File: src/rtl/timer_counter.sv
// Memory-mapped down-counting timer: CTRL/PRESET/COUNT registers, IDLE-LOAD-CNT-INT sequencer,
// one-shot or auto-reload expiry interrupt. Reads are combinational from Addr[3:2].
module timer_counter #(
  parameter int CNT_W = 32
) (
  input  logic        clk,
  input  logic        reset_n,
  input  logic [31:0] Addr,
  input  logic        WE,
  input  logic [31:0] Din,
  output logic [31:0] Dout,
  output logic        IRQ
);

  typedef enum logic [1:0] {
    IDLE = 2'd0,
    LOAD = 2'd1,
    CNT  = 2'd2,
    INT  = 2'd3
  } state_t;

  state_t             state;
  state_t             state_nxt;
  logic [3:0]         ctrl;
  logic [CNT_W-1:0]   preset;
  logic [CNT_W-1:0]   count;
  logic [CNT_W-1:0]   count_nxt;
  logic               irq_flag;
  logic               irq_nxt;
  logic               en_clr;
  logic               ctrl_wr;
  logic               preset_wr;
  logic               unused_bits;

  assign ctrl_wr     = WE && (Addr[3:2] == 2'd0);
  assign preset_wr   = WE && (Addr[3:2] == 2'd1);
  assign unused_bits = ^{Addr[31:4], Addr[1:0]};

  always_comb begin
    state_nxt = state;
    count_nxt = count;
    irq_nxt   = irq_flag;
    en_clr    = 1'b0;
    case (state)
      IDLE: begin
        if (ctrl[0]) state_nxt = LOAD;
      end
      LOAD: begin
        count_nxt = preset;
        irq_nxt   = 1'b0;
        state_nxt = CNT;
      end
      CNT: begin
        if (!ctrl[0]) begin
          state_nxt = IDLE;
        end else if (count > CNT_W'(1)) begin
          count_nxt = count - CNT_W'(1);
        end else begin
          // A preset of 0 expires exactly like a preset of 1
          count_nxt = '0;
          irq_nxt   = 1'b1;
          state_nxt = INT;
        end
      end
      INT: begin
        state_nxt = IDLE;
        if (ctrl[2:1] == 2'b01) irq_nxt = 1'b0;
        else                    en_clr  = 1'b1;
      end
      default: state_nxt = IDLE;
    endcase
  end

  always_ff @(posedge clk or negedge reset_n) begin
    if (!reset_n) begin
      state    <= IDLE;
      ctrl     <= '0;
      preset   <= '0;
      count    <= '0;
      irq_flag <= 1'b0;
    end else begin
      state    <= state_nxt;
      count    <= count_nxt;
      irq_flag <= irq_nxt;
      // A CPU write to CTRL takes priority over the one-shot Enable clear
      if (ctrl_wr)     ctrl    <= Din[3:0];
      else if (en_clr) ctrl[0] <= 1'b0;
      if (preset_wr)   preset  <= Din[CNT_W-1:0];
    end
  end

  always_comb begin
    Dout = '0;
    case (Addr[3:2])
      2'd0:    Dout[3:0]       = ctrl;
      2'd1:    Dout[CNT_W-1:0] = preset;
      2'd2:    Dout[CNT_W-1:0] = count;
      default: Dout            = '0;
    endcase
  end

  assign IRQ = ctrl[3] & irq_flag;

endmodule

File: config.mk
export PLATFORM = sky130hd
export DESIGN_NAME = timer_counter
export DESIGN_NICKNAME = d
export VERILOG_FILES = /design/src/rtl/timer_counter.sv
export SDC_FILE = /design/constraint.sdc
export NUM_CORES = 1
export LEC_CHECK = 0
export CORE_UTILIZATION = 40
export CTS_CLUSTER_DIAMETER = 60
export CTS_CLUSTER_SIZE = 28
export DETAILED_ROUTE_END_ITERATION = 12
export PLACE_DENSITY = 0.67
export SYNTH_ARGS = -nofsm -noshare
export SYNTH_HDL_FRONTEND = slang
export SYNTH_SLANG_ARGS = --single-unit
File: constraint.sdc
create_clock -name clk -period 2.7 [get_ports clk]
set_input_delay 0.27 -clock clk [delete_from_list [all_inputs] [get_ports clk]]
set_output_delay 0.27 -clock clk [all_outputs]
set_load 0.01 [all_outputs]
==> Word level (Yosys, flattened, before mapping) <==
Index checks and enable logic that the tools add are counted.
{ "word_totals": {"regBits": 71, "output_inout_bits": 33} }
{ "op_classes": {"addsub": 1, "order_cmp": 1, "eq_ne": 11, "n_mux": 17, "bitwise": 1, "n_reduce_logical": 10} }
{ "op_table": {"columns": ["op", "count"], "rows": [
  ["$mux W32", 2],
  ["$pmux W32 S2", 1],
  ["$pmux W28 S2", 1],
  ["$gt A32 B1 Y1 const B", 1],
  ["$sub A32 B1 Y32 const B", 1],
  ["$pmux W4 S3", 1],
  ["$ne A2 B2 Y1 const B", 4],
  ["$pmux W2 S4", 1],
  ["$mux W1", 7],
  ["$eq A2 B1 Y1 const B", 3],
  ["$eq A2 B2 Y1 const B", 3],
  ["$mux W2", 3],
  ["$logic_not A2 Y1", 2],
  ["$reduce_and A2 Y1", 2],
  ["$reduce_and A4 Y1", 1],
  ["$reduce_bool A2 Y1", 2],
  ["$ne A3 B3 Y1 const B", 1],
  ["$pmux W1 S3", 1],
  ["$reduce_bool A3 Y1", 1],
  ["$logic_and A1 B1 Y1", 2],
  ["$and A1 B1 Y1", 1]
]} }

==> Longest topological paths before layout <==
{ "logic_depth": {"ltp_word": 5, "ltp_mapped": 8, "ltp_nobuf": 7} }

==> Worst setup path after synthesis <==
No wires, ideal clock.
{ "synth_timing": {"path_type": "reg2reg", "from": "register count[14]", "to": "register count[21]", "setup_ps": 126, "arrival_time_ps": 2256, "setup_slack_ps": 318, "path_stages_with_launch": 6, "n_path_buf": 0, "synth_period_minus_slack_ps": 2382, "cell_sequence": "dfrtp_1 > or4_1 > or4_1 > or2_1 > o21a_1 > a221o_1"} }
{ "synth_via": {"elab_chain_cells": 4} }
{ "synth_rtl": {"columns": ["element", "line", "text"], "rows": [
  ["start: declaration", "26", "logic [CNT_W-1:0] count;"],
  ["start signal: assignment", "83", "count <= count_nxt;"],
  ["$sub A32 B1 Y32 / $gt A32 B1 Y1 (equally long branches)", "57, 56", null],
  ["$mux W32 *", "56", "end else if (count > CNT_W'(1)) begin"],
  ["$mux W32 *", "54", "if (!ctrl[0]) begin"],
  ["$pmux W32 S2 *", "44", "case (state)"]
]} }
Mark *: on every way between the ends. The rest lies on a longest branch, timed or not. The select of a mux whose other input is x is not followed.
A chain may end at the register's enable or synchronous reset.

==> Final worst setup path <==
{ "layout_timing": {"from": "input Addr[2]", "to": "output Dout[23]"} }
{ "layout_via": {"elab_chain_cells": 2} }
{ "layout_rtl": {"columns": ["element", "line", "text"], "rows": [
  ["start: declaration", "8", "input logic [31:0] Addr,"],
  ["$eq A2 B2 Y1 / $eq A2 B1 Y1 (equally long branches)", "94", "case (Addr[3:2])"],
  ["$pmux W28 S2 *", "94", null],
  ["end: declaration", "11", "output logic [31:0] Dout,"]
]} }
Mark *: on every way between the ends. The rest lies on a longest branch, timed or not.

==> flow_metrics.tcl <==
set metrics [dict create \
    status "finished, violations left" \
    failed_checks "hold timing" \
    core_um2 9770 \
    cts-resized-gates 0 \
    track_usage 0.214 \
    rows 36 \
    cp_cell_sequence "clkdlybuf4s50_1, inv_1, ha_1, buf_4, a22oi_1, nor2b_1, clkdlybuf4s50_1" \
    synthesis.area_um2 4040 \
    area_growth_syn_to_layout_pct 28.9 \
    nFillCells 901 \
    synth_area_per_cell_um2 9.89 \
    critPathMaxFanout 17 \
    tightest_slew_ns 0.799 \
    arrival_ns 2.31 \
    seq_power_share 0.404 \
    numCtsBuffers 9 \
    period_minus_slack_ns 2.58 \
    die_w_um 102 \
    syn_inst 408 \
    multi_input_area_um2 2100 \
    slowest_delay_ns 0.56 \
    numPortBuffers 69 \
    crit_slowest_cell "clkdlybuf4s50_1" \
    drc 0 \
    hpwlAfterDp_mm 7.54 \
    dr.pass1.iters 5 \
    start_kind "input pin" \
    p_per_area_nw_per_um2 864 \
    drt-initial-drc-count 293 \
    ctsHoldBuffers 0 \
    final_util 0.532 \
    crit_top_cell "clkdlybuf4s50_1" \
    dieArea_um2 10500 \
    synthFlopType "dfrtp_1" \
    vdd_drop_max_v 0.000314 \
    combPwrFrac 0.405 \
    synth-async-reset-ratio 1.00 \
    synth-edff-count 0 \
    ant_nets 0 \
    total_power_uw 4490 \
    overflow 0 \
    wl_mm 10.8 \
    clkSlewWorstSetupHoldPaths_ns 0.07 \
    vias 3626 \
    p_int_uw 2730 \
    p_leak_uw 0.00208 \
    setup_viol 0 \
    synth_cell_types 48 \
    rsz0062_at_grt "no" \
    yosys_warnings 0 \
    syn_nets 481 \
    slew_headroom 0.465 \
    gp_congestion 0.880 \
    p_sw_frac 0.393 \
    power.switching_uw 1760 \
    fin_crit_sh 0.954 \
    crit_type "in2out" \
    skew_ns 0.00845 \
    hold_viol 14 \
    clockPowerShare 0.191 \
    start_util 0.413 \
    antenna_found_initial 0 \
    grt_max_degree 42 \
    antenna_cells 0 \
    maxCapViolCount 0 \
    cts_tree "done" \
    final_nets 558 \
    final_cell_mix "dfrtp_1 (71), clkdlybuf4s50_1 (68), a22oi_1 (39), mux2_2 (35), nor2b_1 (30)" \
    clock_tree.buffer_depth 2 \
    grt_pass1_vias 3378 \
    slew_violations 0 \
    seq_area_um2 1780 \
    min_path_type "in2async" \
    viasPerCell 5.82 \
    grt_pass1_wl_mm 17.2 \
    ios 100 \
    hold_ws_ns -0.00816 \
    wl_per_cell_um 17.4 \
    insertion_delay_ns 0.35 \
    fp.dieH_um 102 \
    critPathCaptureType "output port" \
    max_freq_mhz 388 \
    ys_seq_area_frac 0.440 \
    cts_setup_buffers 0 \
    required_ns 2.43 \
    cts.sinks 71 \
    ys_seq_elements 71 \
    cp.buffers_inverters 4 \
    final_common_cell "dfrtp_1" \
    drive_gt1_frac 0.180 \
    cts.htree.levels 3 \
    cts-root-buf "clkbuf_8" \
    tns_ns 0 \
    cpLargestDelayFamily "buffers and inverters" \
]
## cell type report
type                       instances  area share
clock buffer                      10      0.0264
timing repair buffer              98       0.178
inverter                           8     0.00577
multi-input combinational        297       0.404
clock inverter                     6      0.0115
tap                              133      0.0320
sequential                        71       0.341
## cell usage after synthesis (3+ instances only)
master	instances	area, µm²
a21oi_1	7	35.0
a222oi_1	5	50.1
a22o_1	4	35.0
a22oi_1	39	293
a31o_2	3	26.3
and3_1	3	18.8
buf_1	5	18.8
buf_2	4	20.0
clkbuf_1	23	86.3
dfrtp_1	71	1780
ha_1	6	75.1
inv_1	8	30.0
mux2_2	35	394
nand2_1	27	101
nand2b_1	3	18.8
nand3_1	22	110
nand3b_1	3	22.5
nor2_1	18	67.6
nor2b_1	30	188
nor3_1	9	45.0
o211ai_1	10	75.1
o21ai_0	11	55.1
o311ai_0	7	61.3
o31ai_1	3	22.5
o41ai_1	3	26.3
or3_1	10	62.6
or4_1	13	97.6
## flip-flops by register name, summed over array words and instances (netlist names)
signal,count
count,32
ctrl,4
irq_flag,1
preset,32
state,2
## through the flow
stage,instances,hold WS [ns],cell area (µm²),setup WS (ns)
floorplan,408,-0.0256,4040,0.318
global placement,607,0.377,5010,0.157
detailed placement,607,0.380,5010,0.149
CTS,623,0.00487,5200,0.139
global route,623,0.0352,5200,0.0488
finish,623,-0.00816,5200,0.124
## path summary, 6_finish.rpt
| kind | slack [ns] | to | startpoint | cells after the start |
|---|---|---|---|---|
| max | 0.12 | Dout[23] | Addr[2] | 7 |
| min | -0.008 | preset[20] | reset_n | 1 |
| max reg2reg | 0.13 | count[21] | count[13] | 5 |
| min reg2reg | 0.50 | irq_flag | irq_flag | 2 |
| max in group asynchronous | 2.03 | count[7] | reset_n | 2 |
| min in group clk | 0.50 | irq_flag | irq_flag | 2 |
## power groups by stage
stage	logic, µW	registers, µW	clock network (µW)
3_3_place_gp	1770	1800	0
6_report	1820	1820	858
5_1_grt	2000	1870	919
2_1_floorplan	1230	1690	0
3_5_place_dp	1800	1820	0
4_1_cts	1810	1800	877
## layer usage
metal	track usage	wire length, µm	vias up
met2	0.323	4890	106
met3	0.0445	542	11
met1	0.307	5250	1814
met4	0.0681	137	0
met5	0	0	-
li1	-	-	1695
## kinds of logic after synthesis
group | Yosys count | share of synthesized area
and+or+nand+nor | 146 | 0.200
adders and majority gates | 6 | 0.0186
buffers and inverters | 40 | 0.0384
DFF | 71 | 0.440
AOI/OAI and AO/OA | 109 | 0.202
muxes | 36 | 0.100
(Power assumes the default switching activity.)
